===== src/rtl/pipe_pkg.sv =====
// Shared definitions for the pipeline stage register: occupancy encoding
// and the "not a register" source-index sentinel.
package pipe_pkg;

    // Number of entries held by the stage; the encoding doubles as the occ output.
    typedef enum logic [1:0] {
        OCC_EMPTY = 2'd0,
        OCC_ONE   = 2'd1,
        OCC_TWO   = 2'd2
    } occ_state_t;

    // Widest index the sentinel helper can produce.
    localparam int IDX_W_MAX = 32;

    // All-ones value of width w (low w bits set), used to mark an operand
    // that comes from an immediate or the PC rather than the register file.
    function automatic logic [IDX_W_MAX-1:0] idx_none(input int w);
        logic [IDX_W_MAX-1:0] v;
        v = '0;
        for (int b = 0; b < IDX_W_MAX; b++) begin
            if (b < w) begin
                v[b] = 1'b1;
            end
        end
        return v;
    endfunction

endpackage


===== src/rtl/pipe_src_sel.sv =====
// Per-operand sentinel mux: replaces a source index with all-ones when the
// operand is not a register, so downstream hazard logic never matches it.
module pipe_src_sel #(
    parameter int IDX_W = 5
) (
    input  logic [IDX_W-1:0] src_idx,
    input  logic             src_nreg,
    output logic [IDX_W-1:0] sel_idx
);
    import pipe_pkg::*;

    logic [IDX_W-1:0] sentinel;

    assign sentinel = IDX_W'(idx_none(IDX_W));

    // Substitute the sentinel for non-register operands.
    always_comb begin
        sel_idx = src_nreg ? sentinel : src_idx;
    end

endmodule


===== src/rtl/pipe_stage_reg.sv =====
// Two-entry skid-buffered pipeline stage register. The main entry drives
// the outputs; the skid entry absorbs one extra entry while downstream
// stalls, so in_ready can come straight from a flop.
module pipe_stage_reg #(
    parameter int PAY_W   = 140,
    parameter int NUM_SRC = 2,
    parameter int IDX_W   = 5
) (
    input  logic                     clk,
    input  logic                     rst_n,
    input  logic                     flush,
    input  logic                     in_valid,
    output logic                     in_ready,
    input  logic [PAY_W-1:0]         in_pay,
    input  logic [NUM_SRC*IDX_W-1:0] in_src_idx,
    input  logic [NUM_SRC-1:0]       in_src_nreg,
    output logic                     out_valid,
    input  logic                     out_ready,
    output logic [PAY_W-1:0]         out_pay,
    output logic [NUM_SRC*IDX_W-1:0] out_src_idx,
    output logic [1:0]               occ
);
    import pipe_pkg::*;

    localparam int SRC_W = NUM_SRC * IDX_W;

    occ_state_t       state_reg, state_next;
    logic [PAY_W-1:0] main_pay_reg, main_pay_next;
    logic [SRC_W-1:0] main_idx_reg, main_idx_next;
    logic [PAY_W-1:0] skid_pay_reg, skid_pay_next;
    logic [SRC_W-1:0] skid_idx_reg, skid_idx_next;
    logic             in_ready_reg, in_ready_next;

    logic [SRC_W-1:0] cap_idx;
    logic             in_xfer;
    logic             out_xfer;

    // Sentinel substitution happens before capture, so storage only ever
    // holds the substituted indices.
    generate
        for (genvar gi = 0; gi < NUM_SRC; gi++) begin : g_src_sel
            pipe_src_sel #(
                .IDX_W (IDX_W)
            ) u_src_sel (
                .src_idx  (in_src_idx[gi*IDX_W +: IDX_W]),
                .src_nreg (in_src_nreg[gi]),
                .sel_idx  (cap_idx[gi*IDX_W +: IDX_W])
            );
        end
    endgenerate

    assign out_valid = (state_reg != OCC_EMPTY);
    assign in_ready  = in_ready_reg;
    assign occ       = 2'(state_reg);

    // A flush cancels any input transfer in the same cycle; an output
    // transfer still completes because the consumer has taken the entry.
    assign in_xfer  = in_valid && in_ready_reg && !flush;
    assign out_xfer = out_valid && out_ready;

    // Occupancy transitions and entry movement between main and skid.
    always_comb begin
        state_next    = state_reg;
        main_pay_next = main_pay_reg;
        main_idx_next = main_idx_reg;
        skid_pay_next = skid_pay_reg;
        skid_idx_next = skid_idx_reg;

        case (state_reg)
            OCC_EMPTY: begin
                if (in_xfer) begin
                    state_next    = OCC_ONE;
                    main_pay_next = in_pay;
                    main_idx_next = cap_idx;
                end
            end
            OCC_ONE: begin
                if (in_xfer && out_xfer) begin
                    // Main drains and refills in the same edge.
                    main_pay_next = in_pay;
                    main_idx_next = cap_idx;
                end else if (in_xfer) begin
                    state_next    = OCC_TWO;
                    skid_pay_next = in_pay;
                    skid_idx_next = cap_idx;
                end else if (out_xfer) begin
                    state_next    = OCC_EMPTY;
                    main_pay_next = '0;
                    main_idx_next = '0;
                end
            end
            OCC_TWO: begin
                // in_ready is low here, so only the output side can move.
                if (out_xfer) begin
                    state_next    = OCC_ONE;
                    main_pay_next = skid_pay_reg;
                    main_idx_next = skid_idx_reg;
                    skid_pay_next = '0;
                    skid_idx_next = '0;
                end
            end
            default: begin
                // Unused encoding: recover to a clean empty stage.
                state_next    = OCC_EMPTY;
                main_pay_next = '0;
                main_idx_next = '0;
                skid_pay_next = '0;
                skid_idx_next = '0;
            end
        endcase

        if (flush) begin
            state_next    = OCC_EMPTY;
            main_pay_next = '0;
            main_idx_next = '0;
            skid_pay_next = '0;
            skid_idx_next = '0;
        end

        // Registered ready: high whenever the next state still has room.
        in_ready_next = (state_next != OCC_TWO);
    end

    // State, storage and ready registers; reset wins over everything.
    always_ff @(posedge clk) begin
        if (!rst_n) begin
            state_reg    <= OCC_EMPTY;
            main_pay_reg <= '0;
            main_idx_reg <= '0;
            skid_pay_reg <= '0;
            skid_idx_reg <= '0;
            in_ready_reg <= 1'b1;
        end else begin
            state_reg    <= state_next;
            main_pay_reg <= main_pay_next;
            main_idx_reg <= main_idx_next;
            skid_pay_reg <= skid_pay_next;
            skid_idx_reg <= skid_idx_next;
            in_ready_reg <= in_ready_next;
        end
    end

    // Present a zero bubble whenever nothing valid is held.
    always_comb begin
        out_pay     = out_valid ? main_pay_reg : '0;
        out_src_idx = out_valid ? main_idx_reg : '0;
    end

endmodule

===== config.mk =====
export PLATFORM = sky130hd
export DESIGN_NAME = pipe_stage_reg
export DESIGN_NICKNAME = d
export VERILOG_FILES = /design/src/rtl/pipe_pkg.sv /design/src/rtl/pipe_src_sel.sv /design/src/rtl/pipe_stage_reg.sv
export SDC_FILE = /design/constraint.sdc
export NUM_CORES = 1
export LEC_CHECK = 0
export CORE_AREA = 2 2 203 125
export CTS_BUF_LIST = sky130_fd_sc_hd__clkbuf_16
export CTS_CLUSTER_SIZE = 25
export DETAILED_ROUTE_END_ITERATION = 8
export DIE_AREA = 0 0 205 127
export PLACE_DENSITY = 0.83
export RECOVER_POWER = 25
export REMOVE_ABC_BUFFERS = 1
export SETUP_SLACK_MARGIN = 0.5
export SYNTH_ARGS = -nofsm -noshare
export SYNTH_HDL_FRONTEND = slang
export SYNTH_HIERARCHICAL = 1
export SYNTH_SLANG_ARGS = --single-unit

===== constraint.sdc =====
create_clock -name clk -period 2.9 [get_ports clk]
set_input_delay 0.58 -clock clk [delete_from_list [all_inputs] [get_ports clk]]
set_output_delay 0.58 -clock clk [all_outputs]
set_load 0.03 [all_outputs]

==> impl_metrics.yaml, run 1 <==
floorplan:
  ios: 311
  dieArea_um2: 26000
  die_x_um: 205
  start_util: 0.536
  core-area_um2: 24000
  num_rows: 44
  die_y_um: 127
timing:
  fin_crit_ns: 2.53
  skew_ns: 0.0169
  setup_ws_ns: 0.368
  slew-limit-headroom: 0.280
  fin_hold_ws_ns: 0.476
  tightest_slew_ns: 1.08
  rsz0062_at_grt: "yes"
  maxSlewViolCount: 0
  setup-violations-final: 0
  fmax_mhz: 395
  finalHoldViolations: 0
  timing.final.crit_share: 0.873
synthesis:
  async_reset_ff_frac: 0
  syn_area_per_cell_um2: 8.37
  synth-edff-count: 0
  ys_top_cells_by_area: "dfxtp_1 (47%), a22oi_1 (18%), nand2_1 (8.8%), and2_1 (7.3%), a31oi_1 (7.3%)"
  yosysTopAreaCellShare: 0.472
  synth_seq_area_share: 0.472
  syn-cell-area_um2: 12900
  yosysWarningCount: 6
  synth_ff_type: "dfxtp_1"
  yosys_register_bits: 303
  synth_most_common_cell: "dfxtp_1"
  synth_top_family_by_area: "compound AO/OA/AOI/OAI gates"
  synth_mux_area_frac: 0.00156
  yosys.area_share.simple: 0.216
  synth.distinct_cells: 27
  synth_largest_area_cell: "dfxtp_1"
  synth_common_cells: "dfxtp_1 (303), nand2_1 (301), a22oi_1 (300)"
  synth_fa_ha_area_frac: 0.000875
  syn_inst: 1537
  synth_compound_area_frac: 0.251
  synth_xor_area_frac: 0
global_route:
  grt_max_degree: 89
  grt_use_total: 0.278
  grt_first_pass_wirelength_um: 60200
  grt_pass1_vias: 11500
  grt_overflow: 0
  antenna_found_initial: 3
clock_network:
  cts-buffers-inserted: 27
  clockBufferDepth: 3
  insertion_delay_ns: 0.53
  cts_tree: "yes"
  htreeDepth: 1
  root_buffer: "clkbuf_16"
  clkTransAtPathRegs_ns: 0.06
  cts_num_sinks: 303
  cts.hold.buffers_added: 0
final_layout:
  fillCellCount: 2010
  final_cells: 2092
  multi_input_area_um2: 6070
  post-route-util: 0.673
  regArea_um2: 6070
  area_growth_pct: 25.6
  nets: 1907
  layout-drive-gt1-share: 0.125
setup_path:
  path_depth: 6
  slowest_delay_ns: 0.83
  worstPathArrival_ns: 2.99
  r2r_cells: 6
  worstPathCellList: "dlygate4sd3_1 > and4bb_1 > and3b_4 > clkbuf_4 > a22oi_1 > nor2_1"
  crit_required_ns: 3.36
  critPathSlowestCell: "clkbuf_4"
  critPathTopFamily: "buffers and inverters"
  cp-start-kind: "primary input"
  critPathMaxFanout: 83
  crit_buf_inv: 2
  crit_type: "primary input to register"
  cp-end-kind: "register"
drt:
  wl_um: 38300
  wl_per_cell_um: 18.3
  first_pass_iters: 6
  ant_nets: 0
  viasPerCell: 5.96
  drc: 0
  drtIter0Drc: 1196
  num_vias: 12500
place:
  numPortBuffers: 310
  preCtsSetupSlack_ns: 0.442
  placed_cells: 2041
  dp_hpwl_um: 22900
  place_congestion: 0.789
power_and_ir_drop:
  total_power_mw: 8.50
  clockPowerShare: 0.401
  ir_worst_vdd_mv: 0.454
  p_seq_frac: 0.503
  p_leak_nw: 5.85
  p_switching_mw: 2.04
  sw_frac_of_total: 0.240
  power.internal_mw: 6.46
  combPwrFrac: 0.096
  power_density_nw_per_um2: 526
run_status:
  outcome: "finished clean"
flow_run:
  cap_violations: 0
hold_path:
  whs_path_depth: 2
  min-delay-path-class: "register to register"
placed cells by master (no fill, tap or decap), types with 9 or more instances in the layout:
| cell type | instances |
|---|---|
| clkbuf_16 | 28 |
| clkdlybuf4s50_1 | 158 |
| nand2_1 | 301 |
| buf_2 | 150 |
| or2_1 | 10 |
| dfxtp_1 | 303 |
| a31oi_1 | 150 |
| inv_1 | 9 |
| buf_12 | 15 |
| and2_1 | 150 |
| a22oi_1 | 300 |
| nor2_1 | 151 |
final cells by class:
type / count / share of cell area
antenna: 1 / 0.000155
clock buffer: 27 / 0.0418
clock inverter: 21 / 0.00914
inverter: 1 / 0.000232
multi-input combinational: 1080 / 0.376
sequential: 303 / 0.375
tap: 322 / 0.0249
timing repair buffer: 337 / 0.173
routing by layer:
| layer | share of wire | GRT usage | vias to the layer above | wire length, µm |
|---|---|---|---|---|
| met1 | 0.43 | 0.387 | 5942 | 16400 |
| met5 | 0.00024 | 0 | - | 9 |
| met3 | 0.10 | 0.0694 | 63 | 3910 |
| li1 | - | - | 5874 | - |
| met4 | 0.021 | 0.0652 | 2 | 791 |
| met2 | 0.45 | 0.438 | 577 | 17100 |
per-stage QoR:
stage	area [µm²]	TNS, ns
after floorplan	12100	-1112.79
after global placement	16100	0
after detailed placement	16100	0
after CTS	16400	0
after global routing	16200	0
final	16200	0
kinds of logic (layout without fill, tap and decap cells):
kind of cell / Yosys count / count (layout)
simple gates: 623 / 623
compound gates: 454 / 454
flops: 303 / 303
buf+inv: 154 / 386
mux: 2 / 2
fa+ha+maj: 1 / 1
other cells: 0 / 1
power by group through the flow:
stage | clock network [mW] | logic, mW | registers, mW
global route | 3.64 | 0.883 | 4.28
CTS | 3.45 | 0.819 | 4.27
detailed placement | 0 | 0.816 | 4.36
floorplan | 0 | 0.363 | 4.35
global placement | 0 | 0.802 | 4.36
finish | 3.41 | 0.818 | 4.27
what timing repair did:
action | CTS | global route
buffers inserted | 0 | 0
gates resized for setup | 678 | 75
endpoints found under the setup margin | 151 | 88
gates cloned | 1 | 1
pin swaps | 0 | 1
worst paths after layout:
| check | start | to | slack (ns) |
|---|---|---|---|
| max | flush | skid_idx_reg[4] | 0.37 |
| min reg2reg | main_pay_reg[91] | main_pay_reg[91] | 0.48 |
| min | main_pay_reg[91] | main_pay_reg[91] | 0.48 |
| max reg2reg | occ[1] | main_pay_reg[75] | 0.50 |
worst reg2reg max path, cell delays in order (launching register included):
cell	delay (ns)
dfxtp_1	0.31
or2_4	0.33
clkbuf_16	0.22
nor2_4	0.14
clkbuf_4	0.87
a22oi_1	0.18
a31oi_1	0.24
No activity file was read; power rests on OpenSTA's default activity.
==> run 2, diff against run 1 <==
CORE_AREA = 2 2 211 130   (was 2 2 203 125)
DIE_AREA = 0 0 213 132   (was 0 0 205 127)
GPL_TIMING_DRIVEN = 0   (was unset)
PLACE_DENSITY = 0.77   (was 0.83)
clock period = 2.5 ns   (was 2.9 ns; I/O delays follow)
==> run 2 against run 1 <==
Effect of this change: worst hold slack got worse by 0.0012 ns; clock skew rose by 0.0058 ns; flip-flop and latch count did not move; via count rose by 6.9%; first-iteration DRC count rose by 34%; count of clock-buffer cells in the layout rose by 2; clock power rose by 27%; non-clock buffer count rose by 52; total power rose by 23%; cell area rose by 9.4%; combinational power rose by 45%; sequential power rose by 16%; critical endpoint is now skid_pay_reg[16]; largest power group unchanged.
==> impl_metrics.yaml, run 2 (synthesis results as in run 1) <==
clock_network:
  cts_tree: "yes"
  root_buffer: "clkbuf_16"
  cts_num_sinks: 303
  cts-buffers-inserted: 29
  clockBufferDepth: 3
  htreeDepth: 1
  cts.hold.buffers_added: 0
  insertion_delay_ns: 0.57
  clkTransAtPathRegs_ns: 0.06
place:
  postPlaceCellArea_um2: 16300
  preCtsSetupSlack_ns: -0.669
  place_congestion: 0.789
  placed_cells: 2078
  numPortBuffers: 310
  dp_hpwl_um: 24400
drt:
  viasPerCell: 6.04
  wl_um: 49100
  ant_nets: 0
  num_vias: 13300
  drtIter0Drc: 1600
  drc: 0
  wl_per_cell_um: 22.3
  first_pass_iters: 6
global_route:
  grtUsageMet2: 0.442
  top_usage_layer: "met2"
  grt_pass1_vias: 11900
  grt_max_degree: 93
  grt_use_total: 0.293
  grt_use_met3: 0.0829
  grt_first_pass_wirelength_um: 66400
  grt_overflow: 0
  antenna_found_initial: 9
  grtUsageMet1: 0.398
timing:
  slew-limit-headroom: 0.124
  maxSlewViolCount: 0
  setup_ws_ns: 0.0635
  fmax_mhz: 410
  setup-violations-final: 0
  tightest_slew_ns: 1.31
  skew_ns: 0.0227
  rsz0062_at_grt: "yes"
  fin_crit_ns: 2.44
  finalHoldViolations: 0
  fin_hold_ws_ns: 0.474
  setup_tns_ns: 0
  timing.final.crit_share: 0.975
floorplan:
  ios: 311
  die_x_um: 213
  die_y_um: 132
  num_rows: 46
  dieArea_um2: 28100
  start_util: 0.493
  core-area_um2: 26100
final_layout:
  layout-drive-gt1-share: 0.170
  fillCellCount: 2091
  final_cell_mix: "nand2_1 (301), dfxtp_1 (301), a22oi_1 (299)"
  post-route-util: 0.678
  nets: 1974
  final_cells: 2204
  design_area_um2: 17700
  area_growth_pct: 37.4
hold_path:
  min-delay-path-class: "register to register"
power_and_ir_drop:
  total_power_mw: 10.5
  ir_worst_vdd_mv: 0.642
  power_density_nw_per_um2: 592
  p_leak_nw: 6.43
flow_run:
  cap_violations: 0
setup_path:
  crit_type: "primary input to register"
  critPathMaxFanout: 24
  cp-end-kind: "register"
  crit_required_ns: 2.89
  cp-start-kind: "primary input"
  worstPathArrival_ns: 2.83
run_status:
  outcome: "finished clean"
run 2: cell count changes in the layout (fill, tap and decap cells not counted), moves of 6 or more:
cell and change:
buf_2 -73, dlygate4sd2_1 +6, diode_2 +6, and2_4 +31, buf_6 +47, buf_16 +13, clkbuf_16 +12, or2_4 +6
and2_1 -31, buf_4 +39
run 2: cell type report:
class	count	area, µm²	area share
antenna	7	17.5	0.000991
clock buffer	29	726	0.0410
clock inverter	22	175	0.00991
inverter	1	3.75	0.000212
multi-input combinational	1093	6270	0.355
sequential	303	6070	0.343
tap	360	450	0.0255
timing repair buffer	389	3970	0.224
run 2: final timing paths:
path | from | end | slack, ns | depth (start not counted)
setup / recovery | flush | skid_pay_reg[16] | 0.06 | 9
hold / removal | main_pay_reg[100] | main_pay_reg[100] | 0.47 | 2
setup reg to reg | in_ready | skid_pay_reg[16] | 0.27 | 8
hold reg to reg | main_pay_reg[100] | main_pay_reg[100] | 0.47 | 2
run 2: routing by layer:
layer	share of wire	wire length [µm]
met5	0.00047	23
met4	0.033	1610
met3	0.12	5770
met2	0.44	21500
met1	0.41	20100
run 2: what timing repair did:
action | in CTS | in global routing
buffers inserted | 9 | 28
pin swaps | 5 | 28
endpoints found under the hold margin | 0 | 0
gates cloned | 10 | 21
resized for setup | 511 | 375
endpoints found under the setup margin | 422 | 445
run 2: where the power goes:
part           leakage, nW  switching (mW)  total (mW)  internal [mW]
registers             2.45          0.0421        4.95           4.91
logic                 3.52           0.655        1.19          0.534
clock network        0.463            1.93        4.33           2.40
run 2: critical path, stage by stage:
cell           delay, ns
dlygate4sd3_1       0.58
and4bb_1            0.46
clkbuf_1            0.22
o22ai_4             0.13
clkbuf_1            0.18
clkbuf_4            0.30
buf_16              0.24
a22oi_1             0.15
nor2_1              0.06
